[config.mk]
export PLATFORM = sky130hd
export DESIGN_NAME = gemm_job_sequencer_flat
export DESIGN_NICKNAME = d
export VERILOG_FILES = /design/src/rtl/gemm_job_sequencer_if.sv /design/src/rtl/gemm_job_sequencer.sv /design/src/flat_wrapper.sv
export SDC_FILE = /design/constraint.sdc
export NUM_CORES = 1
export LEC_CHECK = 0
export BUFFER_PORTS_ARGS = -buffer_cell sky130_fd_sc_hd__buf_2
export CAP_MARGIN = 20
export CORE_ASPECT_RATIO = 1.75
export CORE_MARGIN = 3
export CORE_UTILIZATION = 48
export DETAILED_ROUTE_END_ITERATION = 10
export PLACE_DENSITY = 0.78
export SYNTH_ARGS = -nofsm -noshare
export SYNTH_HDL_FRONTEND = slang
export SYNTH_SLANG_ARGS = --single-unit
[constraint.sdc]
create_clock -name clk -period 2.15 [get_ports clk]
set_clock_uncertainty 0.2 [all_clocks]
set_input_delay 0.43 -clock clk [delete_from_list [all_inputs] [get_ports clk]]
set_output_delay 0.43 -clock clk [all_outputs]
set_load 0.01 [all_outputs]
[src/rtl/gemm_job_sequencer_if.sv]
// gemm_job_sequencer_if: GEMM command encoding plus the job, activation, GEMM and result bundle of the sequencer.
package gemm_job_sequencer_pkg;
  typedef enum logic [1:0] {CMD_NONE, CMD_WRITE_WEIGHTS, CMD_STREAM} command_t;
endpackage

interface gemm_job_sequencer_if #(
  parameter int SA_SIZE = 2,
  parameter int WEIGHT_ACTIVATION_SIZE = 8,
  parameter int MAX_ROWS = 4
);
  import gemm_job_sequencer_pkg::*;
  localparam int CW = $clog2(MAX_ROWS + 1);
  logic job_start;
  logic [CW-1:0] job_num_rows;
  logic [SA_SIZE-1:0][SA_SIZE-1:0][WEIGHT_ACTIVATION_SIZE-1:0] job_weights;
  logic job_busy;
  logic job_done;
  logic job_error;
  logic act_valid;
  logic act_ready;
  logic [SA_SIZE-1:0][WEIGHT_ACTIVATION_SIZE-1:0] act_data;
  logic [SA_SIZE-1:0][SA_SIZE-1:0][WEIGHT_ACTIVATION_SIZE-1:0] gemm_weight_inputs;
  logic [SA_SIZE-1:0][WEIGHT_ACTIVATION_SIZE-1:0] gemm_activation_inputs;
  command_t gemm_cmd;
  logic gemm_output_valid;
  logic [SA_SIZE-1:0][WEIGHT_ACTIVATION_SIZE-1:0] gemm_activation_outputs;
  logic res_valid;
  logic [SA_SIZE-1:0][WEIGHT_ACTIVATION_SIZE-1:0] res_data;
  logic res_last;
  modport master (
    output job_start, job_num_rows, job_weights, act_valid, act_data,
           gemm_output_valid, gemm_activation_outputs,
    input  job_busy, job_done, job_error, act_ready, gemm_weight_inputs,
           gemm_activation_inputs, gemm_cmd, res_valid, res_data, res_last
  );
  modport slave (
    input  job_start, job_num_rows, job_weights, act_valid, act_data,
           gemm_output_valid, gemm_activation_outputs,
    output job_busy, job_done, job_error, act_ready, gemm_weight_inputs,
           gemm_activation_inputs, gemm_cmd, res_valid, res_data, res_last
  );
endinterface

[src/rtl/gemm_job_sequencer.sv]
// gemm_job_sequencer: buffers one job of activation rows, then drives GEMM weight load, row stream and drain.
// Optional drain watchdog raising job_error: define GEMM_SEQ_TIMEOUT_EN.
module gemm_job_sequencer
  import gemm_job_sequencer_pkg::*;
#(
  parameter int SA_SIZE = 2,
  parameter int WEIGHT_ACTIVATION_SIZE = 8,
  parameter int MAX_ROWS = 4,
  parameter int DRAIN_TIMEOUT = 64
) (
  input logic clk,
  input logic resetn,
  gemm_job_sequencer_if.slave bus
);
  localparam int WAS = WEIGHT_ACTIVATION_SIZE;
  localparam int CW = $clog2(MAX_ROWS + 1);
  localparam int AW = MAX_ROWS > 1 ? $clog2(MAX_ROWS) : 1;
  localparam logic [CW-1:0] ONE = CW'(1);
  localparam logic [CW-1:0] MAX_CNT = CW'(MAX_ROWS);
  typedef logic [SA_SIZE-1:0][WAS-1:0] row_t;
  typedef enum logic [2:0] {IDLE, FILL, LOAD_W, STREAM, DRAIN, DONE} state_t;

  state_t state_q;
  logic [CW-1:0] rows_q, wr_idx_q, rd_idx_q, out_cnt_q;
  logic [SA_SIZE-1:0][SA_SIZE-1:0][WAS-1:0] weights_q;
  row_t row_buf_q [MAX_ROWS];
  row_t act_in_q, res_data_q;
  command_t cmd_q;
  logic busy_q, done_q, ready_q, res_valid_q, res_last_q;
  logic act_hs, cap;

`ifdef GEMM_SEQ_TIMEOUT_EN
  localparam int TW = $clog2(DRAIN_TIMEOUT + 1);
  localparam logic [TW-1:0] T_ONE = TW'(1);
  logic [TW-1:0] drain_cnt_q;
  logic error_q;
  assign bus.job_error = error_q;
`else
  localparam int unused_timeout = DRAIN_TIMEOUT;
  assign bus.job_error = 1'b0;
`endif

  assign act_hs = ready_q && bus.act_valid;
  // Results beyond the job's row count (e.g. from drained zero rows) are dropped.
  assign cap = (state_q == STREAM || state_q == DRAIN) && bus.gemm_output_valid && out_cnt_q < rows_q;

  assign bus.job_busy = busy_q;
  assign bus.job_done = done_q;
  assign bus.act_ready = ready_q;
  assign bus.gemm_weight_inputs = weights_q;
  assign bus.gemm_activation_inputs = act_in_q;
  assign bus.gemm_cmd = cmd_q;
  assign bus.res_valid = res_valid_q;
  assign bus.res_data = res_data_q;
  assign bus.res_last = res_last_q;

  always_ff @(posedge clk)
    if (act_hs) row_buf_q[wr_idx_q[AW-1:0]] <= bus.act_data;

  // Outputs are registered, so each state's output values are loaded on the transition into it.
  always_ff @(posedge clk) begin
    if (!resetn) begin
      state_q <= IDLE;
      rows_q <= '0;
      wr_idx_q <= '0;
      rd_idx_q <= '0;
      out_cnt_q <= '0;
      weights_q <= '0;
      act_in_q <= '0;
      res_data_q <= '0;
      cmd_q <= CMD_NONE;
      busy_q <= 1'b0;
      done_q <= 1'b0;
      ready_q <= 1'b0;
      res_valid_q <= 1'b0;
      res_last_q <= 1'b0;
`ifdef GEMM_SEQ_TIMEOUT_EN
      drain_cnt_q <= '0;
      error_q <= 1'b0;
`endif
    end else begin
      done_q <= 1'b0;
`ifdef GEMM_SEQ_TIMEOUT_EN
      error_q <= 1'b0;
`endif
      res_valid_q <= cap;
      res_last_q <= cap && (out_cnt_q + ONE == rows_q);
      if (cap) begin
        res_data_q <= bus.gemm_activation_outputs;
        out_cnt_q <= out_cnt_q + ONE;
      end
      case (state_q)
        IDLE: if (bus.job_start) begin
          if (bus.job_num_rows == '0) done_q <= 1'b1;
          else begin
            rows_q <= bus.job_num_rows > MAX_CNT ? MAX_CNT : bus.job_num_rows;
            weights_q <= bus.job_weights;
            wr_idx_q <= '0;
            rd_idx_q <= '0;
            out_cnt_q <= '0;
            busy_q <= 1'b1;
            ready_q <= 1'b1;
            state_q <= FILL;
          end
        end
        FILL: if (act_hs) begin
          wr_idx_q <= wr_idx_q + ONE;
          if (wr_idx_q + ONE == rows_q) begin
            ready_q <= 1'b0;
            cmd_q <= CMD_WRITE_WEIGHTS;
            state_q <= LOAD_W;
          end
        end
        LOAD_W: begin
          cmd_q <= CMD_STREAM;
          act_in_q <= row_buf_q[0];
          rd_idx_q <= ONE;
          state_q <= STREAM;
        end
        STREAM: if (rd_idx_q == rows_q) begin
          act_in_q <= '0;
          state_q <= DRAIN;
`ifdef GEMM_SEQ_TIMEOUT_EN
          drain_cnt_q <= '0;
`endif
        end else begin
          act_in_q <= row_buf_q[rd_idx_q[AW-1:0]];
          rd_idx_q <= rd_idx_q + ONE;
        end
        DRAIN: begin
          if (out_cnt_q == rows_q) begin
            cmd_q <= CMD_NONE;
            done_q <= 1'b1;
            state_q <= DONE;
          end
`ifdef GEMM_SEQ_TIMEOUT_EN
          else if (drain_cnt_q == TW'(DRAIN_TIMEOUT - 1)) begin
            cmd_q <= CMD_NONE;
            error_q <= 1'b1;
            busy_q <= 1'b0;
            state_q <= IDLE;
          end else drain_cnt_q <= drain_cnt_q + T_ONE;
`endif
        end
        DONE: begin
          busy_q <= 1'b0;
          state_q <= IDLE;
        end
        default: state_q <= IDLE;
      endcase
    end
  end
endmodule

[src/flat_wrapper.sv]
// flat-port wrapper written by rule: the top's interface ports become plain ports
module gemm_job_sequencer_flat import gemm_job_sequencer_pkg::*;
#(
  parameter int SA_SIZE = 2,
  parameter int WEIGHT_ACTIVATION_SIZE = 8,
  parameter int MAX_ROWS = 4,
  parameter int DRAIN_TIMEOUT = 64
)
  (clk, resetn, bus_job_start, bus_job_num_rows, bus_job_weights, bus_act_valid, bus_act_data, bus_gemm_output_valid, bus_gemm_activation_outputs, bus_job_busy, bus_job_done, bus_job_error, bus_act_ready, bus_gemm_weight_inputs, bus_gemm_activation_inputs, bus_gemm_cmd, bus_res_valid, bus_res_data, bus_res_last);
  gemm_job_sequencer_if #(.SA_SIZE(SA_SIZE), .WEIGHT_ACTIVATION_SIZE(WEIGHT_ACTIVATION_SIZE), .MAX_ROWS(MAX_ROWS)) bus_i ();
  input logic clk;
  input logic resetn;
  input wire logic [$bits(bus_i.job_start)-1:0] bus_job_start;
  input wire logic [$bits(bus_i.job_num_rows)-1:0] bus_job_num_rows;
  input wire logic [$bits(bus_i.job_weights)-1:0] bus_job_weights;
  input wire logic [$bits(bus_i.act_valid)-1:0] bus_act_valid;
  input wire logic [$bits(bus_i.act_data)-1:0] bus_act_data;
  input wire logic [$bits(bus_i.gemm_output_valid)-1:0] bus_gemm_output_valid;
  input wire logic [$bits(bus_i.gemm_activation_outputs)-1:0] bus_gemm_activation_outputs;
  output wire logic [$bits(bus_i.job_busy)-1:0] bus_job_busy;
  output wire logic [$bits(bus_i.job_done)-1:0] bus_job_done;
  output wire logic [$bits(bus_i.job_error)-1:0] bus_job_error;
  output wire logic [$bits(bus_i.act_ready)-1:0] bus_act_ready;
  output wire logic [$bits(bus_i.gemm_weight_inputs)-1:0] bus_gemm_weight_inputs;
  output wire logic [$bits(bus_i.gemm_activation_inputs)-1:0] bus_gemm_activation_inputs;
  output wire logic [$bits(bus_i.gemm_cmd)-1:0] bus_gemm_cmd;
  output wire logic [$bits(bus_i.res_valid)-1:0] bus_res_valid;
  output wire logic [$bits(bus_i.res_data)-1:0] bus_res_data;
  output wire logic [$bits(bus_i.res_last)-1:0] bus_res_last;
  assign bus_i.job_start = bus_job_start;
  assign bus_i.job_num_rows = bus_job_num_rows;
  assign bus_i.job_weights = bus_job_weights;
  assign bus_i.act_valid = bus_act_valid;
  assign bus_i.act_data = bus_act_data;
  assign bus_i.gemm_output_valid = bus_gemm_output_valid;
  assign bus_i.gemm_activation_outputs = bus_gemm_activation_outputs;
  assign bus_job_busy = bus_i.job_busy;
  assign bus_job_done = bus_i.job_done;
  assign bus_job_error = bus_i.job_error;
  assign bus_act_ready = bus_i.act_ready;
  assign bus_gemm_weight_inputs = bus_i.gemm_weight_inputs;
  assign bus_gemm_activation_inputs = bus_i.gemm_activation_inputs;
  assign bus_gemm_cmd = bus_i.gemm_cmd;
  assign bus_res_valid = bus_i.res_valid;
  assign bus_res_data = bus_i.res_data;
  assign bus_res_last = bus_i.res_last;
  gemm_job_sequencer #(.SA_SIZE(SA_SIZE), .WEIGHT_ACTIVATION_SIZE(WEIGHT_ACTIVATION_SIZE), .MAX_ROWS(MAX_ROWS), .DRAIN_TIMEOUT(DRAIN_TIMEOUT)) u_core (.clk(clk), .resetn(resetn), .bus(bus_i));
endmodule
==> results of run 1 <==
## power breakdown
part	total (mW)	internal (mW)	switching, mW	leakage, nW
Combinational	0.491	0.196	0.295	1.48
Sequential	3.10	3.06	0.0346	1.29
Clock	3.02	1.76	1.26	0.295
## critical path, delay by kind of cell (launching register included)
| family | cells | cell delay (ps) |
|---|---|---|
| fa+ha+maj | 1 | 280 |
| compound gates | 3 | 580 |
| buf+inv | 2 | 260 |
| flops | 1 | 400 |
| simple gates | 1 | 160 |
## path summary, 6_finish.rpt
kind	start	end	slack, ps	depth (start not counted)
setup / recovery	u_core.rows_q[1]$_SDFFE_PN0P_	u_core.bus.res_data[7]$_SDFFE_PN0P_	160	7
hold / removal	bus_act_data[10]	u_core.row_buf_q[2][10]$_DFFE_PP_	30	1
setup reg to reg	u_core.rows_q[1]$_SDFFE_PN0P_	u_core.bus.res_data[7]$_SDFFE_PN0P_	160	7
hold reg to reg	u_core.bus.gemm_weight_inputs[0]$_SDFFE_PN0P_	u_core.bus.gemm_weight_inputs[0]$_SDFFE_PN0P_	250	2
## routing by layer
layer / vias to the layer above / routed length (microns) / global-route usage, %
li1: 2302 / - / -
met1: 2296 / 5589 / 22.86
met4: 0 / 282 / 8.859
met5: - / 0 / 0
met3: 24 / 912 / 4.762
met2: 202 / 7761 / 36.23
## cell usage in the layout (no fill, tap or decap), drive strengths merged, types with 2 or more instances in the layout
cell	instances
xor2	5
ha	9
buf	166
o21a	3
bufinv	2
nor2	10
clkinv	3
and3	6
xnor2	3
edfxtp	64
clkbuf	17
o31ai	19
dfxtp	88
a21oi	77
o21ai	21
nand4	21
nand2	73
o22ai	3
nand3	6
nand2b	5
nor3	5
inv	20
mux2i	4
a31oi	16
nor2b	18
a22o	2
mux4	16
or3	5
## cells by family (layout without fill, tap and decap cells)
family	after synthesis	count (layout)	share of synthesized area, %
adder cells (fa/ha/maj)	9	9	1.819
AND/OR/NAND/NOR	155	155	12.59
flip-flops	152	152	59.50
buffers and inverters	55	209	4.325
XOR/XNOR	9	9	1.496
multiplexers	20	20	6.467
other	1	1	0.06057
AO/OA/AOI/OAI	147	147	13.74
## state kept, by name (all words and copies together) (netlist names), named ones only
| register | cells |
|---|---|
| u_core.bus.act_ready | 1 |
| u_core.bus.gemm_activation_inputs | 16 |
| u_core.bus.gemm_cmd | 2 |
| u_core.bus.gemm_weight_inputs | 32 |
| u_core.bus.job_busy | 1 |
| u_core.bus.job_done | 1 |
| u_core.bus.res_data | 16 |
| u_core.bus.res_last | 1 |
| u_core.bus.res_valid | 1 |
| u_core.out_cnt_q | 3 |
| u_core.rd_idx_q | 3 |
| u_core.row_buf_q | 64 |
| u_core.rows_q | 3 |
| u_core.state_q | 3 |
| u_core.wr_idx_q | 3 |
## metrics by stage
stage / power [mW] / util, % / hold WS (ps) / cell area, sq um
5_1_grt: 6.816 / 61.42 / 18.55 / 7719
2_1_floorplan: 3.442 / - / 258.9 / 6191
4_1_cts: 6.649 / 61.32 / 18.71 / 7706
3_5_place_dp: 3.648 / 56.52 / 247.9 / 7103
6_report: 6.611 / 61.42 / 30.83 / 7719
3_3_place_gp: 3.627 / 56.52 / 239.5 / 7103
## cell type report
class | instances | area [sq um] | area share, %
inverters | 11 | 41.29 | 0.5349
well taps | 168 | 210.2 | 2.723
multi-input cells | 341 | 2248 | 29.13
clock buffers | 17 | 425.4 | 5.511
repair buffers | 166 | 932.1 | 12.08
flip-flops and latches | 152 | 3684 | 47.72
clock inverters | 15 | 177.7 | 2.302
## what timing repair did
item | in CTS | in global routing
endpoints found under the setup margin | 0 | 13
resized for setup | 0 | 4
hold buffers | 0 | 0
==> results.json, run 1 <==
{
  "crit_slowest_cell": "dfxtp_1",
  "ant_nets": 0,
  "cp_slowest_stage_delay_ps": 400,
  "num_vias": 4824,
  "die-area_sq_um": 14350,
  "cts_setup_buffers": 0,
  "path_cells": "inv_1 > ha_1 > nor2b_1 > o21a_1 > buf_12 > o31ai_1 > a21oi_1",
  "remaining_drc_errors": 0,
  "start_kind": "flip-flop",
  "synth.distinct_cells": 46,
  "crit_type": "flip-flop to flip-flop",
  "placed_cells": 838,
  "track_usage_pct": 20.24,
  "clockBufferDepth": 2,
  "synthCells": 548,
  "start_util_pct": 49.26,
  "cts_root_buf": "clkbuf_16",
  "cts_max_level": 4,
  "cp.required_ps": 2240,
  "drv_slew": 0,
  "clock_sinks": 152,
  "yosysSeqAreaShare_pct": 59.50,
  "synthTopCellsByCount": "88 x dfxtp_1, 77 x a21oi_1, 73 x nand2_1",
  "path_max_fanout": 16,
  "ys_warn_count": 0,
  "io_buffers": 142,
  "hold_violations": 0,
  "hold_path.class": "primary input to flip-flop",
  "grt_pass1_vias": 4815,
  "ys.flop_type": "dfxtp_1",
  "synth_most_common_cell": "dfxtp_1",
  "antenna_found_initial": 0,
  "cap_violations": 0,
  "avgSynthCellArea_sq_um": 11.30,
  "synth_seq_cells": 152,
  "rsz0062_at_grt": "no",
  "clk_latency_ps": 410,
  "clk_pin_slew_ps": 70,
  "grt_start_max_net_pins": 45,
  "fin_setup_tns_ps": 0,
  "place.detailed.hpwl_microns": 9992,
  "rows": 54,
  "dr.pass1.iters": 5,
  "syn_to_final_growth_pct": 24.68,
  "cp.arrival_ps": 2080,
  "vdd_drop_max_mv": 0.7157,
  "vias_per_cell": 5.545,
  "worst_pin_slew_ps": 919.1,
  "power.density_nw_per_um2": 856.5,
  "die_w_microns": 91.85,
  "period_minus_slack_ps": 1994,
  "fin_crit_sh_pct": 92.77,
  "end_kind": "flip-flop",
  "synth_top_area_share_pct": 31.04,
  "status": "finished, final reports clean",
  "io_pins": 144,
  "synthTopCellsByArea": "edfxtp_1 31%, dfxtp_1 28%, a21oi_1 6.2%",
  "max_freq_ghz": 0.5014,
  "grt_pass1_wl_microns": 23220,
  "setup_viol": 0,
  "fp.dieH_microns": 156.2,
  "syn_nets": 629,
  "place.gp.congestion": 0.8719,
  "n_fill_cell": 1015,
  "syn_area_sq_um": 6191,
  "routed_wl_microns": 14550,
  "leakage_nw": 3.071,
  "instances_no_fill": 870,
  "detail_route.wl_per_cell_microns": 16.72,
  "synth-edff-count": 64,
  "setup_ws_ps": 155.5,
  "drt_iter0_drc": 235,
  "n_antenna_cell": 0,
  "numCtsBuffers": 17,
  "yosysTopAreaCell": "edfxtp_1",
  "cts_tree": "built",
  "ys_async_sr_fraction_pct": 0,
  "core_area_sq_um": 12570,
  "overflow": 0,
  "nets": 770,
  "layout-drive-gt1-share_pct": 31.34,
  "dp_slack_ps": 108.9,
  "slew_headroom_pct": 38.73
}
Power figures use the tool's default switching activity.
==> run 2: changes to the inputs <==
- PLACE_DENSITY: 0.78 -> 0.75
==> results.json, run 2 (synthesis results as in run 1) <==
{
  "status": "finished, final reports clean",
  "vdd_drop_max_mv": 0.7672,
  "fin_setup_tns_ps": 0,
  "worst_pin_slew_ps": 873.8,
  "overflow": 0,
  "rsz0062_at_grt": "no",
  "layout-drive-gt1-share_pct": 31.25,
  "setup_viol": 0,
  "largest_reg_flops": 64,
  "cts_setup_buffers": 0,
  "ant_nets": 0,
  "numCtsBuffers": 17,
  "cp.arrival_ps": 2120,
  "cp.required_ps": 2240,
  "track_usage_pct": 20.17,
  "nets": 772,
  "path_max_fanout": 38,
  "cts_tree": "built",
  "hold_path.class": "primary input to flip-flop",
  "grt_pass1_wl_microns": 23020,
  "cts_root_buf": "clkbuf_16",
  "cts_max_level": 4,
  "layout_commonest_cell": "buf_2",
  "cp_slowest_stage_delay_ps": 690,
  "die-area_sq_um": 14350,
  "routed_wl_microns": 14690,
  "die_w_microns": 91.85,
  "vias_per_cell": 5.547,
  "end_kind": "flip-flop",
  "slew_headroom_pct": 41.75,
  "drv_slew": 0,
  "placed_cells": 840,
  "hold_violations": 0,
  "instances_no_fill": 872,
  "clockBufferDepth": 2,
  "cp_top_family": "simple AND/OR/NAND/NOR gates",
  "max_freq_ghz": 0.4945,
  "r2r_slack_ps": 130,
  "clk_pin_slew_ps": 60,
  "remaining_drc_errors": 0,
  "core_area_sq_um": 12570,
  "place.detailed.hpwl_microns": 10100,
  "io_buffers": 142,
  "detail_route.wl_per_cell_microns": 16.85,
  "start_util_pct": 49.26,
  "cp_num_buf_inv": 0,
  "dr.pass1.iters": 5,
  "n_antenna_cell": 0,
  "crit_type": "flip-flop to flip-flop",
  "leakage_nw": 3.076,
  "antenna_found_initial": 0,
  "final_cell_mix": "142 x buf_2, 87 x dfxtp_1, 77 x a21oi_1, 73 x nand2_1, 64 x edfxtp_1",
  "clock_sinks": 152,
  "fp.dieH_microns": 156.2,
  "crit_slowest_cell": "or4b_1",
  "n_fill_cell": 1009,
  "power.density_nw_per_um2": 848.5,
  "clk_latency_ps": 410,
  "io_pins": 144,
  "syn_to_final_growth_pct": 24.86,
  "drt_iter0_drc": 271,
  "grt_pass1_vias": 4803,
  "cap_violations": 0,
  "path_cells": "or4b_1 > nand2b_4 > a21oi_1 > nor2_1",
  "place.gp.congestion": 0.8015,
  "grt_start_max_net_pins": 41,
  "rows": 54,
  "period_minus_slack_ps": 2022,
  "num_vias": 4837,
  "start_kind": "flip-flop",
  "fin_crit_sh_pct": 94.05
}
run 2: cell types whose count changed in the layout (fill, tap and decap cells not counted), moves of 2 or more:
| cell | change |
|---|---|
| inv_8 | -3 |
| buf_4 | +2 |
| inv_6 | -2 |
| clkinv_2 | +2 |
run 2: final timing paths:
check / start / to / cells after the start
max: u_core.state_q[1]$_SDFFE_PN0P_ / u_core.rows_q[2]$_SDFFE_PN0P_ / 4
max reg2reg: u_core.state_q[1]$_SDFFE_PN0P_ / u_core.rows_q[2]$_SDFFE_PN0P_ / 4
min reg2reg: u_core.bus.gemm_weight_inputs[29]$_SDFFE_PN0P_ / u_core.bus.gemm_weight_inputs[29]$_SDFFE_PN0P_ / 2
min: bus_act_data[5] / u_core.row_buf_q[2][5]$_DFFE_PP_ / 1
run 2: layout make-up:
cell class | instances | area, sq um | share of cell area, %
repair buffers | 168 | 955.9 | 12.37
clock buffers | 20 | 459.2 | 5.940
multi-input cells | 341 | 2240 | 28.97
clock inverters | 12 | 138.9 | 1.797
inverters | 11 | 41.29 | 0.5342
well taps | 168 | 210.2 | 2.719
flip-flops and latches | 152 | 3685 | 47.67
run 2: where the power goes:
| group | internal, mW | switching, mW | total, mW | leakage, nW |
|---|---|---|---|---|
| sequential | 3.07 | 0.0329 | 3.10 | 1.29 |
| clock | 1.80 | 1.16 | 2.96 | 0.296 |
| combinational | 0.200 | 0.298 | 0.498 | 1.49 |
| total | 5.07 | 1.49 | 6.56 | 3.08 |
run 2: metrics by stage:
stage                     util (%)  hold WS (ps)  cell area [sq um]  setup slack (ps)  total power, mW
after global routing         61.51         14.97               7730             4.452            6.770
final                        61.51         26.02               7730             127.8            6.559
after CTS                    61.50         12.05               7729             92.86            6.625
after detailed placement     56.74         245.1               7131             14.44            3.656
after global placement       56.74         239.8               7131             23.15            3.636
after floorplan                  -         258.9               6191             73.30            3.442
run 2: timing repair:
| item | CTS | global route |
|---|---|---|
| resized for setup | 0 | 1 |
| hold buffers | 0 | 0 |
| endpoints found under the setup margin | 0 | 12 |
run 2: metal layers:
layer | vias to the layer above | GRT usage [%] | part of all wire, %
met1 | 2309 | 21.80 | 37
met3 | 31 | 4.714 | 6.1
met5 | - | 0 | 0
li1 | 2306 | - | -
met2 | 191 | 37.13 | 55
met4 | 0 | 8.930 | 2.0
